--- config.mk ---
export PLATFORM = sky130hd
export DESIGN_NAME = dm_access_arbiter
export DESIGN_NICKNAME = d
export VERILOG_FILES = /design/src/rtl/dm_arb_pkg.sv /design/src/rtl/dma_burst_seq.sv /design/src/rtl/dm_access_arbiter.sv
export SDC_FILE = /design/constraint.sdc
export NUM_CORES = 1
export LEC_CHECK = 0
export BUFFER_PORTS_ARGS = -buffer_cell sky130_fd_sc_hd__buf_2
export CAP_MARGIN = 20
export CORE_AREA = 2 2 144 146
export DETAILED_ROUTE_END_ITERATION = 10
export DIE_AREA = 0 0 146 148
export PLACE_DENSITY_LB_ADDON = 0.15
export SETUP_SLACK_MARGIN = 0.3
export SYNTH_ARGS = -nofsm -noshare
export SYNTH_HDL_FRONTEND = slang
export SYNTH_SLANG_ARGS = --single-unit
--- constraint.sdc ---
create_clock -name Clk -period 2.2 [get_ports Clk]
set_input_delay 0.11 -clock Clk [delete_from_list [all_inputs] [get_ports Clk]]
set_output_delay 0.11 -clock Clk [all_outputs]
set_load 0.005 [all_outputs]
--- src/rtl/dm_arb_pkg.sv ---
// Shared types and helpers for the data-memory access arbiter.
// Holds the FSM state type, size defaults and the range check.
package dm_arb_pkg;

    typedef enum logic {
        IDLE    = 1'b0,
        DMA_RUN = 1'b1
    } arb_state_t;

    localparam int DM_WORDS_DEF = 3072;
    localparam int MAX_LEN_DEF  = 16;

    function automatic logic in_range(
        input logic [31:0] a,
        input int unsigned words
    );
        logic [33:0] lim;
        lim = 34'(words) << 2;
        return {2'b00, a} < lim;
    endfunction

endpackage

--- src/rtl/dma_burst_seq.sv ---
// DMA burst sequencer: latches a burst and walks its beat addresses.
// Reports the last beat and whether the current beat is out of range.
module dma_burst_seq
    import dm_arb_pkg::*;
#(
    parameter int DM_WORDS = DM_WORDS_DEF,
    parameter int MAX_LEN  = MAX_LEN_DEF
) (
    input  logic        Clk,
    input  logic        Reset,
    input  logic        start,
    input  logic        we_in,
    input  logic [31:0] base,
    input  logic [4:0]  len,
    input  logic        beat,
    output logic [31:0] addr,
    output logic        we,
    output logic        last,
    output logic        err
);

    logic [31:0] addr_q;
    logic [4:0]  cnt_q;
    logic        we_q;
    logic [4:0]  len_eff;

    // Oversized lengths are clipped to the longest legal burst
    always_comb begin
        len_eff = len;
        if (len > 5'(MAX_LEN))
            len_eff = 5'(MAX_LEN);
    end

    // Burst registers: load on start, advance one word per beat
    always_ff @(posedge Clk) begin
        if (Reset) begin
            addr_q <= '0;
            cnt_q  <= '0;
            we_q   <= 1'b0;
        end else if (start) begin
            addr_q <= {base[31:2], 2'b00};
            cnt_q  <= len_eff;
            we_q   <= we_in;
        end else if (beat) begin
            addr_q <= addr_q + 32'd4;
            cnt_q  <= cnt_q - 5'd1;
        end
    end

    assign addr = addr_q;
    assign we   = we_q;
    assign last = (cnt_q == 5'd1);
    assign err  = !in_range(addr_q, DM_WORDS);

endmodule

--- src/rtl/dm_access_arbiter.sv ---
// Arbitrates the data memory between the CPU MEM stage and a DMA engine.
// CPU has priority; a starved DMA beat is forced through after a limit.
module dm_access_arbiter
    import dm_arb_pkg::*;
#(
    parameter int DM_WORDS     = DM_WORDS_DEF,
    parameter int STARVE_LIMIT = 4,
    parameter int MAX_LEN      = MAX_LEN_DEF
) (
    input  logic        Clk,
    input  logic        Reset,
    input  logic        CpuReq,
    input  logic        CpuWe,
    input  logic [31:0] CpuAddr,
    input  logic [31:0] CpuWD,
    input  logic [31:0] CpuPC,
    output logic        CpuGnt,
    output logic [31:0] CpuRData,
    output logic        CpuRValid,
    input  logic        DmaStart,
    input  logic        DmaWe,
    input  logic [31:0] DmaBase,
    input  logic [4:0]  DmaLen,
    input  logic [31:0] DmaWD,
    output logic        DmaBusy,
    output logic        DmaBeat,
    output logic [31:0] DmaRData,
    output logic        DmaRValid,
    output logic        DmaDone,
    output logic        DmaErr,
    output logic        AddrErr,
    output logic [31:0] MemA,
    output logic [31:0] MemWD,
    output logic        MemWr,
    output logic [31:0] MemPC,
    input  logic [31:0] MemRD
);

    arb_state_t  state_q, state_d;
    logic [2:0]  starve_q;
    logic        run, forced;
    logic        cpu_gnt, dma_gnt;
    logic        cpu_ok, dma_abort;
    logic        seq_start;
    logic [31:0] seq_addr;
    logic        seq_we, seq_last, seq_err;
    logic        done_q, err_q;

    assign run     = (state_q == DMA_RUN) && !Reset;
    assign forced  = run && (starve_q == 3'(STARVE_LIMIT));
    assign cpu_gnt = !Reset && CpuReq && !forced;
    assign dma_gnt = run && (!CpuReq || forced);
    assign cpu_ok  = in_range(CpuAddr, DM_WORDS);

    assign DmaBeat   = dma_gnt && !seq_err;
    assign dma_abort = dma_gnt && seq_err;
    assign seq_start = !Reset && (state_q == IDLE)
                     && DmaStart && (DmaLen != 5'd0);

    dma_burst_seq #(
        .DM_WORDS (DM_WORDS),
        .MAX_LEN  (MAX_LEN)
    ) u_seq (
        .Clk   (Clk),
        .Reset (Reset),
        .start (seq_start),
        .we_in (DmaWe),
        .base  (DmaBase),
        .len   (DmaLen),
        .beat  (DmaBeat),
        .addr  (seq_addr),
        .we    (seq_we),
        .last  (seq_last),
        .err   (seq_err)
    );

    // State register
    always_ff @(posedge Clk) begin
        if (Reset)
            state_q <= IDLE;
        else
            state_q <= state_d;
    end

    // Next state: enter on a real burst, leave on last beat or abort
    always_comb begin
        state_d = state_q;
        unique case (state_q)
            IDLE: begin
                if (seq_start)
                    state_d = DMA_RUN;
            end
            DMA_RUN: begin
                if (dma_abort || (DmaBeat && seq_last))
                    state_d = IDLE;
            end
            default: state_d = IDLE;
        endcase
    end

    // Starvation counter: counts beats lost to the CPU
    always_ff @(posedge Clk) begin
        if (Reset)
            starve_q <= '0;
        else if (!run || DmaBeat || state_d != DMA_RUN)
            starve_q <= '0;
        else if (cpu_gnt)
            starve_q <= starve_q + 3'd1;
    end

    // Memory-side mux driven by whichever side holds the grant
    always_comb begin
        MemA  = '0;
        MemWD = '0;
        MemWr = 1'b0;
        MemPC = '0;
        if (cpu_gnt) begin
            MemA  = CpuAddr;
            MemWD = CpuWD;
            MemWr = CpuWe && cpu_ok;
            MemPC = CpuPC;
        end else if (dma_gnt) begin
            MemA  = seq_addr;
            MemWD = DmaWD;
            MemWr = seq_we && !seq_err;
        end
    end

    // Return registers, completion and error pulses
    always_ff @(posedge Clk) begin
        if (Reset) begin
            CpuRData  <= '0;
            CpuRValid <= 1'b0;
            DmaRData  <= '0;
            DmaRValid <= 1'b0;
            done_q    <= 1'b0;
            err_q     <= 1'b0;
            AddrErr   <= 1'b0;
        end else begin
            CpuRValid <= cpu_gnt && !CpuWe;
            if (cpu_gnt && !CpuWe)
                CpuRData <= cpu_ok ? MemRD : 32'd0;
            DmaRValid <= DmaBeat && !seq_we;
            if (DmaBeat && !seq_we)
                DmaRData <= MemRD;
            done_q  <= (DmaBeat && seq_last) || dma_abort
                     || (!run && DmaStart && DmaLen == 5'd0);
            err_q   <= dma_abort;
            AddrErr <= cpu_gnt && !cpu_ok;
        end
    end

    assign CpuGnt  = cpu_gnt;
    assign DmaBusy = run;
    assign DmaDone = done_q;
    assign DmaErr  = err_q;

endmodule

* Word level (Yosys, flattened, before mapping) *
Cells that the tools add are included.

operators by class
  add/sub/neg operators = 3
  order comparisons = 3
  equal/unequal tests = 2
  multiplexer cells = 16
  bitwise operators = 2
  reduce and logical (&&, ||, !) cells = 36

operators by type and width
  operator                                                                        count
  32-bit two-way mux                                                              8
  32-bit by 14-bit less-than comparator with 1-bit output, second input constant  2
  32-bit by 3-bit adder with 32-bit output, second input constant                 1
  1-bit logical AND                                                               18
  5-bit two-way mux                                                               3
  1-bit zero test                                                                 8
  5-bit by 1-bit equality test with 1-bit output, second input constant           1
  5-bit greater-than comparator, second input constant                            1
  5-bit zero test                                                                 1
  1-bit logical OR                                                                5
  5-bit nonzero test                                                              1
  5-bit by 1-bit subtractor with 5-bit output, second input constant              1
  1-bit two-way mux                                                               4
  2-bit OR reduction                                                              2
  3-bit by 1-bit adder with 3-bit output, second input constant                   1
  3-bit equality test, second input constant                                      1
  1-bit inverter                                                                  2
  1-bit case mux with 2 select lines                                              1
  2-bit nonzero test                                                              1

storage, ports and cells
  register bits = 111
  input bits = 203
  output and inout bits = 169
  word-level logic and storage cells = 75

* Logic depth before layout (Yosys ltp) *
  depth in word-level cells = 13
  gate-level depth with buffers = 10

* By module *
Synthesis repeated with hierarchy kept, for this count alone.

unflattened totals
  cell total of the unflattened synthesis = 785
  area total of the unflattened synthesis = 6,402.4 µm²

by module, submodules not included
  module             times used  cells an instance  area an instance (µm²)
  dm_access_arbiter  1           508                4,206.5
  dma_burst_seq      1           277                2,195.9

* Worst setup path after synthesis *
Ideal clock, no wire load.

  path kind = register to register
  from = reg starve_q[0]
  to = reg u_seq.addr_q[8] (netlist: u_seq.addr[8])
  data arrival time = 1.852 ns
  data required time = 2.121 ns
  setup slack = 0.269 ns
  stages on the path, launching flop included = 8
  clock period less this slack = 1.931 ns
  cells stage by stage = dfxtp_1 -> inv_1 -> ha_1 -> a21bo_2 -> nand3_1 -> or4_4 -> or4_1 -> o211ai_1

between the ends
  longest elaborated chain between the ends = 6

ends and longest elaborated chain
  element                              RTL line                  text
  from (decl)                          dm_access_arbiter.sv:40   logic [2:0] starve_q;
  from (signal assigned)               dm_access_arbiter.sv:108  starve_q <= starve_q + 3'd1;
  3-bit equality test                  dm_access_arbiter.sv:50   assign forced = run && (starve_q == 3'(STARVE_LIMIT));
  1-bit logical AND                    dm_access_arbiter.sv:50
  1-bit logical OR                     dm_access_arbiter.sv:52   assign dma_gnt = run && (!CpuReq || forced);
  1-bit logical AND                    dm_access_arbiter.sv:52
  1-bit logical AND                    dm_access_arbiter.sv:55   assign DmaBeat = dma_gnt && !seq_err;
  2-bit nonzero test (no source line)  n/a
  to (signal assigned)                 dma_burst_seq.sv:41       addr_q <= {base[31:2], 2'b00};
  to (signal assigned)                 dma_burst_seq.sv:45       addr_q <= addr_q + 32'd4;
  to (decl)                            dma_burst_seq.sv:22       logic [31:0] addr_q;

Every way passes these cells.
A chain may end at the register's enable or synchronous reset.

* Worst setup path after layout *
  from = reg u_seq.addr_q[18] (netlist: u_seq.addr[18])
  to = reg DmaRData[17]

between the ends
  longest elaborated chain between the ends = 3

ends and longest elaborated chain
  element                                                  RTL line                  text
  32-bit by 14-bit less-than comparator with 1-bit output  dm_arb_pkg.sv:19          return {2'b00, a} < lim;
  1-bit logical AND                                        dm_access_arbiter.sv:55
  1-bit logical AND                                        dm_access_arbiter.sv:144  if (DmaBeat && !seq_we)
  to (signal assigned)                                     dm_access_arbiter.sv:145  DmaRData <= MemRD;
  to (decl)                                                dm_access_arbiter.sv:27   output logic [31:0] DmaRData,

Every way passes these cells.

==> reports/summary.md <==
The initial antenna violation count is 2. The tools report the final-report hold violation count as 0. The tools report the overall global routing resource usage as 0.208. The worst setup path is captured at a flop. The root buffer cell is clkbuf_16. The count of buffer and inverter cells on the critical path works out to 2.

Path type of the worst min-delay path: in2reg. The tools report the clock tree skew after final layout as 0.0115 ns. Final worst-path cycle share: 0.939.

The power per standard cell area came out at 479 nW/um2. The clock sink count is 109, and the worst ir drop on vdd is 0.000383 V. Derived from the worst setup path, the maximum achievable clock frequency is 0.484 GHz. The tools report the source of the worst hold timing path as MemRD[27]. The DRC violations left was 0; the ratio of cells with drive above 1 in the final layout was 0.545. The largest individual stage delay along the critical path comes from the cell or4_4. Maximum fanout count along the critical path: 8. The floorplan step defined a die boundary enclosing 21600 um2. The first global-routing pass estimated 35700 um of wire. The worst register-to-register path ends at DmaRData[17]. The number of top-level pins is 372, and the final routed wire length divided by cell count is 17.5 um. Clock tree synthesis inserted a total of 9 buffers.

Setup repair after global routing could not meet its margin everywhere. The flow ran to the end, and the final reports show no timing, DRC or antenna violations. For this run, the number of Yosys warnings is 0. The worst hold path stage count works out to 3. The number of cells on the worst reg-to-reg path is 7, and the width of the die is 146 um. In the layout the commonest cells are 367 x buf_2, 120 x nand2_1, 99 x dfxtp_1. Insertion delay to the later sink of the worst-skew pair: 0.35 ns. Setup total negative slack on the finished layout was measured at 0 ns. The initial detailed-routing violation count was 258; the net count reported at finish was 1323. Counting flops with a built-in enable in the synthesized netlist gives 0.

The setup path with the least slack is of type reg2reg. Number of distinct library cells after synthesis: 53. The tools report the number of global-route vias before repair as 6260. Setup violations remaining at the end of the flow were counted as 0.

The number of buffers on the longest clock path was 2. The post-CTS clock slew at the launch and capture registers of the worst setup and hold paths is 0.08 ns, and the pre-CTS setup slack is -0.0319 ns. Across the run, the number of max-cap violations was 0. Share of synthesized registers carrying an async set or reset: 0.

The tools report the leakage power total as 4.36 nW. Subtracting the final worst setup slack from the clock period gives 2.07 ns. Synthesis produced a netlist with a net count of 875. The count of filler cells inserted in the layout was 2042; the headroom to the max-slew limit was 0.487.

The mapped netlist covers 5600 um2. The slack of the worst reg-to-reg path was 0.13 ns. For the final routed wirelength across all metal layers, the log shows 24400 um. The initialized floorplan defines 52 standard-cell rows. The congestion estimate from routability-driven global placement came to 0.821. Detailed placement ended at an HPWL of 16100 um.

In the synthesized netlist, the number of instances is 667. Commonest non-fill, non-tap cell in the layout: buf_2. Traced cell by cell, the critical path runs through nor4_4 -> nand3_2 -> buf_6 -> or4_4 -> clkbuf_16 -> nand2_2 -> a21oi_1.

The area used by sequential logic in the layout is 2200 um2, and the via count of the routed design is 6612. The first detailed-routing pass ran for 5 iterations. The initial core utilization was 0.279. For the remaining antenna violation count, the log shows 0. TritonCTS built the clock tree. After global routing the overflow that remains totals 0.

At the worst endpoint, the required time is 2.41 ns. The run gives 20000 um2 as the area of the core. The slew of the pin with the lowest slew margin works out to 0.769 ns. The footprint of the multi-input gates is 3470 um2.

The tools report the worst flop-to-flop path startpoint as u_seq.addr[18]. The worst setup path is launched from a flop. The most critical setup path has its endpoint at DmaRData[17]. The sequential cell area fraction in the yosys report is 0.390. Entering global routing, the biggest net connects 68 pins.

Using the TritonRoute via totals, the vias-per-cell ratio works out to 4.75. The max-slew violation count is 0, and the synthesis-to-layout area growth is 73.3%. The leading register cell type out of synthesis was dfxtp_1. After synthesis the netlist holds a flip-flop and latch count of 109.

Cell depth of the worst setup path: 7. Tracing the worst setup path back leads to its startpoint at u_seq.addr[18]. Total of buffers placed on input and output ports: 369.

After layout, the worst setup slack is 0.134 ns. For the worst setup path, the data arrival time is 2.28 ns. The post-synthesis average cell area is 8.39 um2.

The cell family contributing the most delay on the critical path is simple AND/OR/NAND/NOR gates. The number of H-tree levels came out at 3. In this run the vertical extent of the chip is 148 um.

In this design, the stage delay of the slowest critical-path cell is 0.58 ns.
==> Yosys cell counts (4+ instances only) <==
| cell | number | area [um2] |
|---|---|---|
| nand2_1 | 152 | 571 |
| dfxtp_1 | 109 | 2180 |
| a21oi_1 | 61 | 305 |
| a22o_1 | 60 | 526 |
| clkbuf_1 | 42 | 158 |
| and2_1 | 36 | 225 |
| a21oi_2 | 30 | 263 |
| nand3_2 | 30 | 300 |
| nor2_1 | 19 | 71.3 |
| nand3_1 | 14 | 70.1 |
| a211oi_1 | 8 | 60.1 |
| inv_1 | 7 | 26.3 |
| xnor2_1 | 7 | 61.3 |
| and3_1 | 6 | 37.5 |
| nor4_1 | 6 | 37.5 |
| nor4_2 | 6 | 75.1 |
| ha_1 | 5 | 62.6 |
| mux2i_1 | 5 | 50.1 |
| nor3_1 | 5 | 25.0 |
| buf_2 | 4 | 20.0 |
| or4_1 | 4 | 30.0 |
==> worst register-to-register path, cell delays in order, from the launching register on <==
cell and delay (ns):
dfxtp_2 0.35, nor4_4 0.35, nand3_2 0.14, buf_6 0.15
or4_4 0.58, clkbuf_16 0.24, nand2_2 0.06, a21oi_1 0.05
==> stage by stage <==
stage               hold slack, ns   util  cells  instance area, um2  total power, W
floorplan                    0.219      -    667                5620         0.00246
CTS                      0.0000201  0.457   1373                9150         0.00461
detailed placement           0.324  0.396   1292                7940         0.00290
finish                      0.0151  0.484   1391                9700         0.00465
global placement             0.313  0.396   1292                7940         0.00289
global route               0.00204  0.484   1390                9690         0.00486
==> area by class of cell <==
type                            instances  share of cell area
Antenna cell                            2            0.000516
Clock buffer                           10              0.0236
Clock inverter                          5             0.00465
Inverter                                9             0.00348
Multi-Input combinational cell        496               0.357
Sequential cell                       109               0.227
Tap cell                              270              0.0348
Timing Repair Buffer                  490               0.349
==> where the power goes <==
| group | total (W) | internal (W) | switching [W] | leakage (nW) |
|---|---|---|---|---|
| Clock | 0.00158 | 0.000781 | 0.000796 | 0.131 |
| Sequential | 0.00209 | 0.00203 | 0.0000675 | 0.888 |
| Combinational | 0.000975 | 0.000514 | 0.000461 | 3.34 |
==> worst min path at each step <==
stage,to
after floorplan,u_seq.cnt_q[0]
after detailed placement,u_seq.we
after global routing,u_seq.addr[12]
after CTS,DmaRData[20]
final,CpuRData[27]
after global placement,u_seq.we
==> logic make-up after synthesis <==
group           after synthesis  synth area share
xor+xnor                      9            0.0141
compound gates              182             0.239
mux                           5           0.00894
simple gates                294             0.281
fa+ha+maj                     5            0.0112
buf+inv                      63            0.0566
flops                       109             0.390
==> layer usage <==
layer / share of wire / track usage / vias up
met5: 0 / 0 / -
met4: 0.011 / 0.0447 / 0
met3: 0.065 / 0.0503 / 19
met2: 0.50 / 0.365 / 241
met1: 0.43 / 0.261 / 3103
li1: - / - / 3249
==> flip-flops by register name (all words and copies together) (netlist names) <==
| name | cells |
|---|---|
| CpuRData | 32 |
| DmaRData | 32 |
| u_seq.addr | 30 |
| u_seq.cnt_q | 5 |
| starve_q | 3 |
| AddrErr | 1 |
| CpuRValid | 1 |
| DmaDone | 1 |
| DmaErr | 1 |
| DmaRValid | 1 |
| state_q | 1 |
| u_seq.we | 1 |
==> repair_timing <==
item                                   4_1_cts  5_1_grt
setup buffers                               17        6
cloned                                       8        9
pin swaps                                    9       34
resized for setup                           32       84
endpoints found under the hold margin       48        1
setup endpoints to repair                  103      161
hold buffers                                41        1
(Power assumes the default switching activity.)
